File: src/rtl/aes_pkg.sv
// Shared AES definitions: widths, reduction polynomial, xtime and the
// MixColumns FSM state type.
package aes_pkg;

  localparam int         BLOCK_W  = 128;
  localparam int         COL_W    = 32;
  localparam logic [7:0] AES_POLY = 8'h1B;

  typedef enum logic [1:0] {
    IDLE,
    RUN,
    DONE
  } state_t;

  // Multiply by x in GF(2^8), reducing modulo the AES polynomial.
  function automatic logic [7:0] xtime(input logic [7:0] a);
    return {a[6:0], 1'b0} ^ (a[7] ? AES_POLY : 8'h00);
  endfunction

endpackage

File: src/rtl/mix_single_column.sv
// Combinational MixColumns on one 32-bit column (row r = bits [8r+7:8r]).
// MIX_COLUMNS_INV_EN adds the inv input and the InvMixColumns multipliers.
module mix_single_column
  import aes_pkg::*;
(
  input  logic [COL_W-1:0] col,
`ifdef MIX_COLUMNS_INV_EN
  input  logic             inv,
`endif
  output logic [COL_W-1:0] mixed
);

  logic [7:0] a   [4];
  logic [7:0] x2  [4];
  logic [7:0] x3  [4];
  logic [7:0] fwd [4];

  for (genvar r = 0; r < 4; r++) begin : g_row
    localparam int R1 = (r + 1) % 4;
    localparam int R2 = (r + 2) % 4;
    localparam int R3 = (r + 3) % 4;

    assign a[r]   = col[8*r +: 8];
    assign x2[r]  = xtime(a[r]);
    assign x3[r]  = x2[r] ^ a[r];
    assign fwd[r] = x2[r] ^ x3[R1] ^ a[R2] ^ a[R3];

`ifdef MIX_COLUMNS_INV_EN
    // Row r of the inverse matrix: 0E 0B 0D 09 starting at column r.
    logic [7:0] x4, x8, m9, mb, md, me;
    logic [7:0] rev;
    assign x4  = xtime(x2[r]);
    assign x8  = xtime(x4);
    assign me  = x8 ^ x4 ^ x2[r];
    assign mb  = xtime(xtime(xtime(a[R1]))) ^ x2[R1] ^ a[R1];
    assign md  = xtime(xtime(xtime(a[R2]))) ^ xtime(x2[R2]) ^ a[R2];
    assign m9  = xtime(xtime(xtime(a[R3]))) ^ a[R3];
    assign rev = me ^ mb ^ md ^ m9;
    assign mixed[8*r +: 8] = inv ? rev : fwd[r];
`else
    assign mixed[8*r +: 8] = fwd[r];
`endif
  end

endmodule

File: src/rtl/mix_columns_iter.sv
// Iterative AES MixColumns: CYCLE_COLS columns per clock through shared mixers.
// MIX_COLUMNS_INV_EN adds the inv port selecting InvMixColumns per block.
module mix_columns_iter
  import aes_pkg::*;
#(
  parameter int CYCLE_COLS = 1
) (
  input  logic               clk,
  input  logic               rst,
  input  logic               in_valid,
  output logic               in_ready,
  input  logic [BLOCK_W-1:0] data_in,
`ifdef MIX_COLUMNS_INV_EN
  input  logic               inv,
`endif
  output logic               out_valid,
  input  logic               out_ready,
  output logic [BLOCK_W-1:0] data_out,
  output logic               busy
);

  localparam int         N    = 4 / CYCLE_COLS;
  localparam logic [1:0] LAST = 2'(N - 1);

  state_t               state, state_next;
  logic [1:0]           col_idx;
  logic [1:0]           base;
  logic [BLOCK_W-1:0]   work, work_next;
  logic                 accept, last;
  logic [1:0]           col_sel [CYCLE_COLS];
  logic [COL_W-1:0]     mix_in  [CYCLE_COLS];
  logic [COL_W-1:0]     mix_out [CYCLE_COLS];
`ifdef MIX_COLUMNS_INV_EN
  logic                 inv_q;
`endif

  always_ff @(posedge clk or posedge rst) begin
    if (rst) state <= IDLE;
    else     state <= state_next;
  end

  always_comb begin
    state_next = state;
    in_ready   = 1'b0;
    busy       = 1'b0;
    case (state)
      IDLE: begin
        in_ready = 1'b1;
        if (in_valid) state_next = RUN;
      end
      RUN: begin
        busy = 1'b1;
        if (last) state_next = DONE;
      end
      DONE: begin
        busy = 1'b1;
        if (out_ready) state_next = IDLE;
      end
      default: state_next = IDLE;
    endcase
  end

  assign accept = in_valid & in_ready;
  assign last   = (col_idx == LAST);
  assign base   = 2'(col_idx * CYCLE_COLS);

  // One mixer per column slot; col_idx selects which group of columns feeds them.
  for (genvar g = 0; g < CYCLE_COLS; g++) begin : g_mix
    assign col_sel[g] = base + 2'(g);
    assign mix_in[g]  = work[{col_sel[g], 5'b0} +: COL_W];

    mix_single_column u_mix (
      .col   (mix_in[g]),
`ifdef MIX_COLUMNS_INV_EN
      .inv   (inv_q),
`endif
      .mixed (mix_out[g])
    );
  end

  always_comb begin
    work_next = work;
    for (int g = 0; g < CYCLE_COLS; g++) begin
      work_next[{col_sel[g], 5'b0} +: COL_W] = mix_out[g];
    end
  end

  // Columns are mixed in place; data_out only loads on the final group so it
  // holds the previous result until the next block completes.
  always_ff @(posedge clk or posedge rst) begin
    if (rst) begin
      work      <= '0;
      data_out  <= '0;
      out_valid <= 1'b0;
      col_idx   <= 2'd0;
`ifdef MIX_COLUMNS_INV_EN
      inv_q     <= 1'b0;
`endif
    end else begin
      case (state)
        IDLE: begin
          if (accept) begin
            work    <= data_in;
            col_idx <= 2'd0;
`ifdef MIX_COLUMNS_INV_EN
            inv_q   <= inv;
`endif
          end
        end
        RUN: begin
          work <= work_next;
          if (last) begin
            data_out  <= work_next;
            out_valid <= 1'b1;
          end else begin
            col_idx <= col_idx + 2'd1;
          end
        end
        DONE: begin
          if (out_ready) out_valid <= 1'b0;
        end
        default: ;
      endcase
    end
  end

endmodule
File: config.mk
export PLATFORM = sky130hd
export DESIGN_NAME = mix_columns_iter
export DESIGN_NICKNAME = d
export VERILOG_FILES = /design/src/rtl/aes_pkg.sv /design/src/rtl/mix_single_column.sv /design/src/rtl/mix_columns_iter.sv
export SDC_FILE = /design/constraint.sdc
export NUM_CORES = 1
export LEC_CHECK = 0
export BUFFER_PORTS_ARGS = -buffer_cell sky130_fd_sc_hd__buf_4
export CAP_MARGIN = 20
export CORE_AREA = 2 2 169 171
export CTS_CLUSTER_SIZE = 14
export DETAILED_ROUTE_END_ITERATION = 6
export DIE_AREA = 0 0 171 173
export PLACE_DENSITY = 0.91
export SETUP_SLACK_MARGIN = 0.4
export SLEW_MARGIN = 20
export SYNTH_ARGS = -nofsm -noshare
export SYNTH_HDL_FRONTEND = slang
export SYNTH_SLANG_ARGS = --single-unit
File: constraint.sdc
create_clock -name clk -period 11.85 [get_ports clk]
set_clock_uncertainty 0.05 [all_clocks]
set_input_delay 1.7775 -clock clk [delete_from_list [all_inputs] [get_ports clk]]
set_output_delay 1.7775 -clock clk [all_outputs]
set_load 0.1 [all_outputs]
* Yosys cells after proc, flatten, opt, wreduce, memory -nomap -nowiden
Index checks and enable logic that the tools add are counted.
** Operators by class
- Magnitude comparators :: 0
- Muxes and demuxes :: 19
- $add $sub $neg :: 2
- Shifts and indexed selects :: 3
- Reduce and logical (&&, ||, !) cells :: 9
- Equality and inequality tests :: 8
- Bitwise gates (word level) :: 21
- Multiply operators :: 0
- Divide/modulo/power cells :: 0
** Operators by type and width (count)
- one-hot mux 128 bit (2 select lines) :: 1
- XOR 8 bit :: 20
- bitwise mux 128 bit :: 1
- two-way mux 128 bit :: 1
- variable shift 32 x 9 -> 128 bit, first input constant :: 1
- indexed part select 128 x 8 -> 32 bit :: 1
- indexed part select 32 x 9 -> 128 bit :: 1
- two-way mux 5 bit :: 4
- two-way mux 2 bit :: 5
- inequality test 2 bit, second input constant :: 5
- negation 7 -> 9 bit :: 1
- AND reduction 3 bit :: 3
- one-hot mux 2 bit (3 select lines) :: 1
- equality test 2 bit, second input constant :: 2
- two-way mux 1 bit :: 4
- one-hot mux 2 bit (2 select lines) :: 1
- AND reduction 2 bit :: 2
- nonzero test 2 bit :: 2
- adder 2 x 1 -> 2 bit, second input constant :: 1
- equality test 2 x 1 -> 1 bit, second input constant :: 1
- logical NOT 2 bit :: 1
- one-hot mux 1 bit (2 select lines) :: 1
- OR reduction 2 bit :: 1
- bitwise AND 1 bit :: 1
** Word-level totals
- Register bits after elaboration :: 261
- Memory bits (writable) :: 0
- Word-level logic and storage cells :: 67
- Input port bits :: 132
- Latch bits :: 0
- Memory bits (read-only) :: 0
- Output and inout bits :: 131
- Memories kept :: 0

* Depth between registers and ports, before layout
Gate-level depths: netlist of the first run.
- Word-level depth :: 10
- Mapped depth :: 10
- Gate-level depth less buffers :: 6

* By module
From an unflattened synthesis of the first run, not the netlist that was laid out.
** Second synthesis, totals
- Cells, all modules :: 1384
- Area, all modules :: 14838.0 um^2
** Modules (own cells, without submodules)
- mix_columns_iter :: times used 1, cells an instance 1306, sequential area each 6531.3 um^2, area each 13561.8 um^2
- mix_single_column :: times used 1, cells an instance 78, sequential area each 0.0 um^2, area each 1276.2 um^2

* Least setup slack after synthesis of the first run
Ideal clock, no wire load.
- Path type :: input -> register
- From :: input in_valid
- To :: register work[45]
- Buffers on the path :: 2
- Setup time :: 0.083 ns
- Stages :: 6
- Arrival :: 2.947 ns
- Setup slack :: 8.770 ns
- Cells stage by stage :: mux2_2 clkbuf_1 buf_1 mux2i_1 nand2_1 o21ai_0
** Between the ends
- Cells in the longest elaborated chain, start to end :: 3
** RTL lines
- start: declaration :: line mix_columns_iter.sv:10 : input logic in_valid,
- bitwise AND 1 bit :: line mix_columns_iter.sv:63 : assign accept = in_valid & in_ready;
- inequality test 2 bit (no line)
- AND reduction 2 bit (no line)
- end signal: assignment :: line mix_columns_iter.sv:103 : work <= data_in;
- end signal: assignment :: line mix_columns_iter.sv:111 : work <= work_next;
- end: declaration :: line mix_columns_iter.sv:28 : logic [BLOCK_W-1:0] work, work_next;
No other way between the ends.
A chain may end at the register's enable or synchronous reset.

* Worst setup path after layout of the first run
- From :: register col_idx[1]
- To :: register data_out[5]
** Between the ends
- Cells in the longest elaborated chain, start to end :: 9
** RTL lines
- start: declaration :: line mix_columns_iter.sv:26 : logic [1:0] col_idx;
- start signal: assignment :: line mix_columns_iter.sv:116 : col_idx <= col_idx + 2'd1;
- indexed part select 128 x 8 -> 32 bit :: line mix_columns_iter.sv:70 : assign mix_in[g] = work[{col_sel[g], 5'b0} +: COL_W];
- two-way mux 5 bit :: line aes_pkg.sv:17 : return {a[6:0], 1'b0} ^ (a[7] ? AES_POLY : 8'h00);
- XOR 8 bit :: line aes_pkg.sv:17
- XOR 8 bit :: line mix_single_column.sv:25 : assign x3[r] = x2[r] ^ a[r];
- XOR 8 bit (3 in a row) :: line mix_single_column.sv:26 : assign fwd[r] = x2[r] ^ x3[R1] ^ a[R2] ^ a[R3];
- indexed part select 32 x 9 -> 128 bit :: line mix_columns_iter.sv:84 : work_next[{col_sel[g], 5'b0} +: COL_W] = mix_out[g];
- bitwise mux 128 bit :: line mix_columns_iter.sv:84
- end signal: assignment :: line mix_columns_iter.sv:113 : data_out <= work_next;
- end: declaration :: line mix_columns_iter.sv:18 : output logic [BLOCK_W-1:0] data_out,
Parallel ways exist; a longest one is shown, timed or not.

==> results of run 1 <==
## routing by layer
metal	part of all wire, %	track usage, %	vias up
met2	46	53.5	1232
met1	36	45.0	6904
met5	0	0	-
li1	-	-	6002
met4	5.6	17.6	0
met3	13	9.43	252
## worst max path at each step
stage / startpoint / endpoint / slack, ps
global route: col_idx[1]$_DFFE_PP0P_ / data_out[5]$_DFFE_PP0P_ / 6800
floorplan: rst / col_idx[0]$_DFFE_PP0P_ / 2840
global placement: col_idx[1]$_DFFE_PP0P_ / data_out[5]$_DFFE_PP0P_ / 7160
CTS: col_idx[1]$_DFFE_PP0P_ / data_out[5]$_DFFE_PP0P_ / 7060
finish: col_idx[1]$_DFFE_PP0P_ / data_out[5]$_DFFE_PP0P_ / 6960
detailed placement: col_idx[1]$_DFFE_PP0P_ / data_out[30]$_DFFE_PP0P_ / 7120
## sequential cells by signal, summed over array words and instances, names as in the netlist
register and cells:
data_out 128, work 128, col_idx 2, state 2, out_valid 1
## cell families after synthesis
group,Yosys count,share of synthesized area (%)
AOI/OAI and AO/OA,425,14.7
xor gates and xnor gates,79,9.21
adders and majority gates,8,0.640
buffers and inverters,223,5.86
DFF,261,41.8
muxes,236,17.7
and+or+nand+nor,397,10.1
## stage by stage
stage	hold slack (ps)	cell area [um^2]	util, %	setup WS, ps
2_1_floorplan	418	15600	-	2840
3_3_place_gp	417	17800	64.5	7160
3_5_place_dp	421	17800	64.5	7120
4_1_cts	435	18800	67.9	7060
5_1_grt	469	18800	67.9	6800
6_report	438	18800	67.9	6960
## critical path, stage by stage (launching register included)
cell and delay [ps]:
dfrtp_2 1020, ha_1 280, buf_4 310, and2_4 910, buf_4 760, nand2_1 700
buf_4 440, o21ai_0 210
## cells in the mapped netlist, types with 2 or more instances
library cell,count
o211ai_1,18
buf_4,3
ha_1,8
nand2_1,150
mux4_1,2
nor2_1,213
buf_1,4
xnor3_2,4
buf_2,17
o221ai_1,7
xor2_1,10
or3_1,18
o21ai_1,158
xnor3_1,29
o21ai_0,205
a22o_1,13
clkbuf_1,80
xor3_1,9
a22oi_1,18
inv_1,114
xnor2_2,11
a31oi_1,4
mux4_2,30
xor2_2,7
dfrtp_1,261
nor3_1,2
buf_6,4
mux2i_1,203
nor2b_1,7
nand2b_1,3
xnor2_1,8
## area by class of cell
class	count	share of cell area, %
repair buffers	283	11.3
flip-flops and latches	261	34.8
multi-input cells	1145	44.0
well taps	378	2.52
clock buffers	38	4.20
inverters	114	2.32
clock inverters	9	0.787
## placed cells by master (no fill, tap or decap), drive strengths merged
master / count
nand2b: 3
xor3: 9
nand3: 1
mux4: 32
a32oi: 1
mux2i: 203
buf: 283
a31oi: 4
xnor2: 20
o221ai: 7
o21ai: 363
clkbuf: 38
or3: 18
ha: 8
nor3: 2
dfrtp: 261
and2: 1
mux2: 1
bufinv: 4
xor2: 17
nand2: 150
a21oi: 1
clkinvlp: 1
nor2: 213
inv: 114
nor4b: 1
nor2b: 7
a22o: 13
a22oi: 18
o211ai: 18
nor4bb: 1
clkinv: 4
xnor3: 33
==> results.cfg, run 1 <==
[timing]
hold_viol = 0
relSlewSlack_pct = 25.7
fin_crit_sh_pct = 41.3
fmax_ghz = 0.204
setup_viol = 0
rsz0062_at_grt = false
tightest_slew_ps = 1110
slew_viol_final = 0
period_needed_ps = 4890
tns_ps = 0

[outcome]
status = finished clean

[placement]
placed_cells = 2181
gp_congestion = 0.951
numPortBuffers = 262
hpwl_um = 34300

[synthesis]
yosysWarnings = 0
synth-seq-cells = 261
ys_types = 40
synth_edf_count = 0
synth_top_cell_area_share_pct = 41.8
syn_avg_cell_area_um2 = 9.60
synth_nets = 1769
ys.flop_type = dfrtp_1
synthesis.instances = 1629
synth-async-reset-ratio_pct = 100
yosysSeqAreaShare_pct = 41.8
synth_area_leaders = dfrtp_1, mux2i_1, o21ai_0, nor2_1, o21ai_1
synth_area_leader_cell = dfrtp_1
netlist_area_um2 = 15600

[critical_path]
rrSetupSlack_ps = 6960
worstPathArrival_ps = 5280
crit_type = reg -> reg
r2r_end = data_out[5]$_DFFE_PP0P_
end_kind = flip-flop
required_ps = 12240
start_kind = flip-flop
r2r_cells = 7
cp_max_fo = 57
rr_startpoint = col_idx[1]$_DFFE_PP0P_

[floorplan]
dieHeight_um = 173
chipWidth_um = 171
dieArea_um2 = 29600
io_pins = 263
num_rows = 61
core_um2 = 27600
start_util_pct = 56.6

[grt]
grt_max_degree = 118
antenna_found_initial = 0
grt_pass1_vias = 14600
grt_pass1_wl_um = 79800
grt_usage_pct = 34.6
overflow = 0

[cts]
cts_resized = 0
clockBufferDepth = 3
clockRootBuffer = clkbuf_16
clk_pin_slew_ps = 60
clk_latency_ps = 550
post_cts_buffers = 0
htreeDepth = 1
cts_sinks = 261
cts_tree = yes
cts_made_buffers = 27
cts_hold_buffers = 0

[hold_path]
hold_class = reg -> reg
worstHoldEndpoint = data_out[118]$_DFFE_PP0P_
hold_start = data_out[118]$_DFFE_PP0P_
hold_path_depth = 2

[route]
detail_route.first_pass.iterations = 6
drtAntennaViolNets = 0
drt-initial-drc-count = 2248
wirelength_um = 52000
avgViaCountPerCell = 6.46
vias = 14400
post-route-drc-count = 0
drt-wirelength-per-cell_um = 23.4

[layout]
fin_cells = 2228
area_growth_pct = 19.9
antenna_cells = 0
layout-drive-gt1-share_pct = 21.1
nFillCells = 1972
fin_nets = 1972
seqCellArea_um2 = 6530
multiInputGateArea_um2 = 8250

[run]
maxCapViolCount = 0
Power of run 1 is left out: the tool's default activity adds up to more than one toggle a clock period on the data nets, which glitch-free logic cannot reach.
==> run 2: changes to the inputs <==
--- a/config.mk
+++ b/config.mk
@@ -5,13 +5,14 @@
 export SDC_FILE = /design/constraint.sdc
 export NUM_CORES = 1
 export LEC_CHECK = 0
+export ABC_AREA = 1
 export BUFFER_PORTS_ARGS = -buffer_cell sky130_fd_sc_hd__buf_4
 export CAP_MARGIN = 20
-export CORE_AREA = 2 2 169 171
+export CORE_AREA = 2 2 171 173
 export CTS_CLUSTER_SIZE = 14
 export DETAILED_ROUTE_END_ITERATION = 6
-export DIE_AREA = 0 0 171 173
-export PLACE_DENSITY = 0.91
+export DIE_AREA = 0 0 173 175
+export PLACE_DENSITY = 0.92
 export SETUP_SLACK_MARGIN = 0.4
 export SLEW_MARGIN = 20
 export SYNTH_ARGS = -nofsm -noshare
==> constraint.sdc (replaced) <==
create_clock -name clk -period 5 [get_ports clk]
set_clock_uncertainty 0.05 [all_clocks]
set_input_delay 0.75 -clock clk [delete_from_list [all_inputs] [get_ports clk]]
set_output_delay 0.75 -clock clk [all_outputs]
set_load 0.1 [all_outputs]
==> run 2 against run 1 <==
  * Global-route usage is 9.3 points higher
  * Utilization is 0.47 points higher
  * Synthesized area is 4.4% higher
  * Largest cell class unchanged
  * Die area is 2.3% higher
  * Fmax is 33% higher
  * Final area is 3.5% higher
  * Count of clock-buffer cells in the layout is 1 lower
  * Sequential share of layout area is 1.2 points lower
  * Cell count is 41% higher
  * Critical path type unchanged
  * Synthesized cell count is 57% higher
  * Critical path depth is 8 higher
  * Non-clock buffer count is 11 higher
==> results.cfg, run 2 <==
[floorplan]
dieHeight_um = 175
chipWidth_um = 173
start_util_pct = 57.5
io_pins = 263
num_rows = 62
core_um2 = 28400
dieArea_um2 = 30300

[critical_path]
r2r_cells = 15
worstPathArrival_ps = 4120
cp_max_fo = 74
path_delay_family = simple AND/OR/NAND/NOR gates
rrSetupSlack_ps = 1330
end_kind = flip-flop
crit_type = reg -> reg
cp.buffers_inverters = 3
required_ps = 5450
cp_slowest_cell = buf_4
rr_startpoint = col_idx[0]$_DFFE_PP0P_
start_kind = flip-flop
path_cells = buf_4, nand2_1, nand3_1, nand2_2, inv_1, nand2_1, nand2_1, nand2_1, nand2_1, nand2_1, nand2_1, nand4_1, nand2_1, inv_1, o21ai_1
cpPeakStageDelay_ps = 650
r2r_end = work[126]$_DFFE_PP0P_
cp_common_cell = nand2_1

[cts]
post_cts_buffers = 0
clockBufferDepth = 3
cts_hold_buffers = 0
cts_resized = 0
clk_pin_slew_ps = 60
htreeDepth = 1
clockRootBuffer = clkbuf_16
cts_made_buffers = 29
cts_sinks = 261
cts_tree = yes
clk_latency_ps = 580

[grt]
grt_usage_pct = 43.9
overflow = 0
grt_pass1_vias = 17500
grt_pass1_wl_um = 103000
antenna_found_initial = 1
grt_max_degree = 137

[timing]
tightest_slew_ps = 1150
rsz0062_at_grt = false
tns_ps = 0
fin_crit_sh_pct = 73.4
slew_viol_final = 0
relSlewSlack_pct = 23.0
hold_viol = 0
period_needed_ps = 3670
holdWs_ps = 329
fmax_ghz = 0.272
setup_viol = 0

[route]
avgViaCountPerCell = 6.11
post-route-drc-count = 0
wirelength_um = 68000
drt-initial-drc-count = 3351
drt-wirelength-per-cell_um = 21.6
vias = 19200
drtAntennaViolNets = 0
detail_route.first_pass.iterations = 6

[synthesis]
ys.flop_type = dfrtp_1
synth_top_cell_area_share_pct = 40.0
ys_top_cells_by_count = nand2_1, dfrtp_1, nor2_1, nand3_1, o21ai_0
syn_avg_cell_area_um2 = 6.37
synthesis.instances = 2564
synth-seq-cells = 261
synth.most_common_cell = nand2_1
ys_types = 31
synth_edf_count = 0
yosysSeqAreaShare_pct = 40.0
synth_area_leader_cell = dfrtp_1
synth_area_leaders = dfrtp_1, nand2_1, nand3_1, nor2_1, o21ai_0
synth-async-reset-ratio_pct = 100
synth_nets = 2704
netlist_area_um2 = 16300
yosysWarnings = 0

[hold_path]
hold_class = in -> async

[placement]
hpwl_um = 48300
numPortBuffers = 262
gp_congestion = 1.10

[layout]
mostFrequentLayoutCell = nand2_1
nFillCells = 2359
layout_common_cells = nand2_1, buf_4, dfrtp_1
fin_nets = 2878
area_growth_pct = 18.9
top_regs = data_out x128, work x128
layout-drive-gt1-share_pct = 14.1

[outcome]
status = finished clean

[run]
maxCapViolCount = 0
run 2: worst max path at each step:
stage / start / endpoint / slack, ps / cells after the start
CTS: col_idx[0]$_DFFE_PP0P_ / work[126]$_DFFE_PP0P_ / 1610 / 15
global route: col_idx[0]$_DFFE_PP0P_ / work[62]$_DFFE_PP0P_ / 1330 / 15
detailed placement: col_idx[0]$_DFFE_PP0P_ / work[94]$_DFFE_PP0P_ / 1720 / 15
finish: col_idx[0]$_DFFE_PP0P_ / work[126]$_DFFE_PP0P_ / 1330 / 15
floorplan: rst / col_idx[0]$_DFFE_PP0P_ / 760 / 1
global placement: in_valid / work[61]$_DFFE_PP0P_ / 1780 / 9
run 2: cells by family after synthesis:
family                   synth area share [%]
buffers and inverters                    6.22
flip-flops                               40.0
adder cells (fa/ha/maj)                 0.613
AND/OR/NAND/NOR                          43.7
AO/OA/AOI/OAI                            9.04
XOR/XNOR                                0.376
run 2: cell type report:
class / count / area [um^2] / area share, %
clock buffers: 37 / 816 / 4.20
well taps: 384 / 480 / 2.48
inverters: 87 / 334 / 1.72
diodes: 1 / 2.50 / 0.0129
flip-flops and latches: 261 / 6540 / 33.7
multi-input cells: 2065 / 8820 / 45.4
clock inverters: 16 / 164 / 0.845
repair buffers: 294 / 2260 / 11.6
run 2: metrics by stage:
step	setup slack, ps	instances	util [%]	instance area (um^2)
final	1330	3145	68.4	19400
after global routing	1330	3144	68.3	19400
after CTS	1610	3144	68.3	19400
after detailed placement	1720	3091	64.9	18400
after global placement	1780	3091	64.9	18400
after floorplan	758	2564	-	16300
run 2: metal layers:
metal | track usage [%] | routed length (um)
met3 | 11.9 | 9450
met4 | 23.4 | 4510
met5 | 0 | 0
met1 | 58.3 | 24900
met2 | 65.8 | 29100
run 2: worst reg2reg max path, cell delays in order (launching register included):
cell	delay, ps
dfrtp_4	500
buf_4	650
nand2_1	280
nand3_1	270
nand2_2	180
inv_1	170
nand2_1	60
nand2_1	190
nand2_1	100
nand2_1	70
nand2_1	40
nand2_1	490
nand4_1	240
nand2_1	130
inv_1	50
o21ai_1	130
Power of run 2 is left out for the same reason.
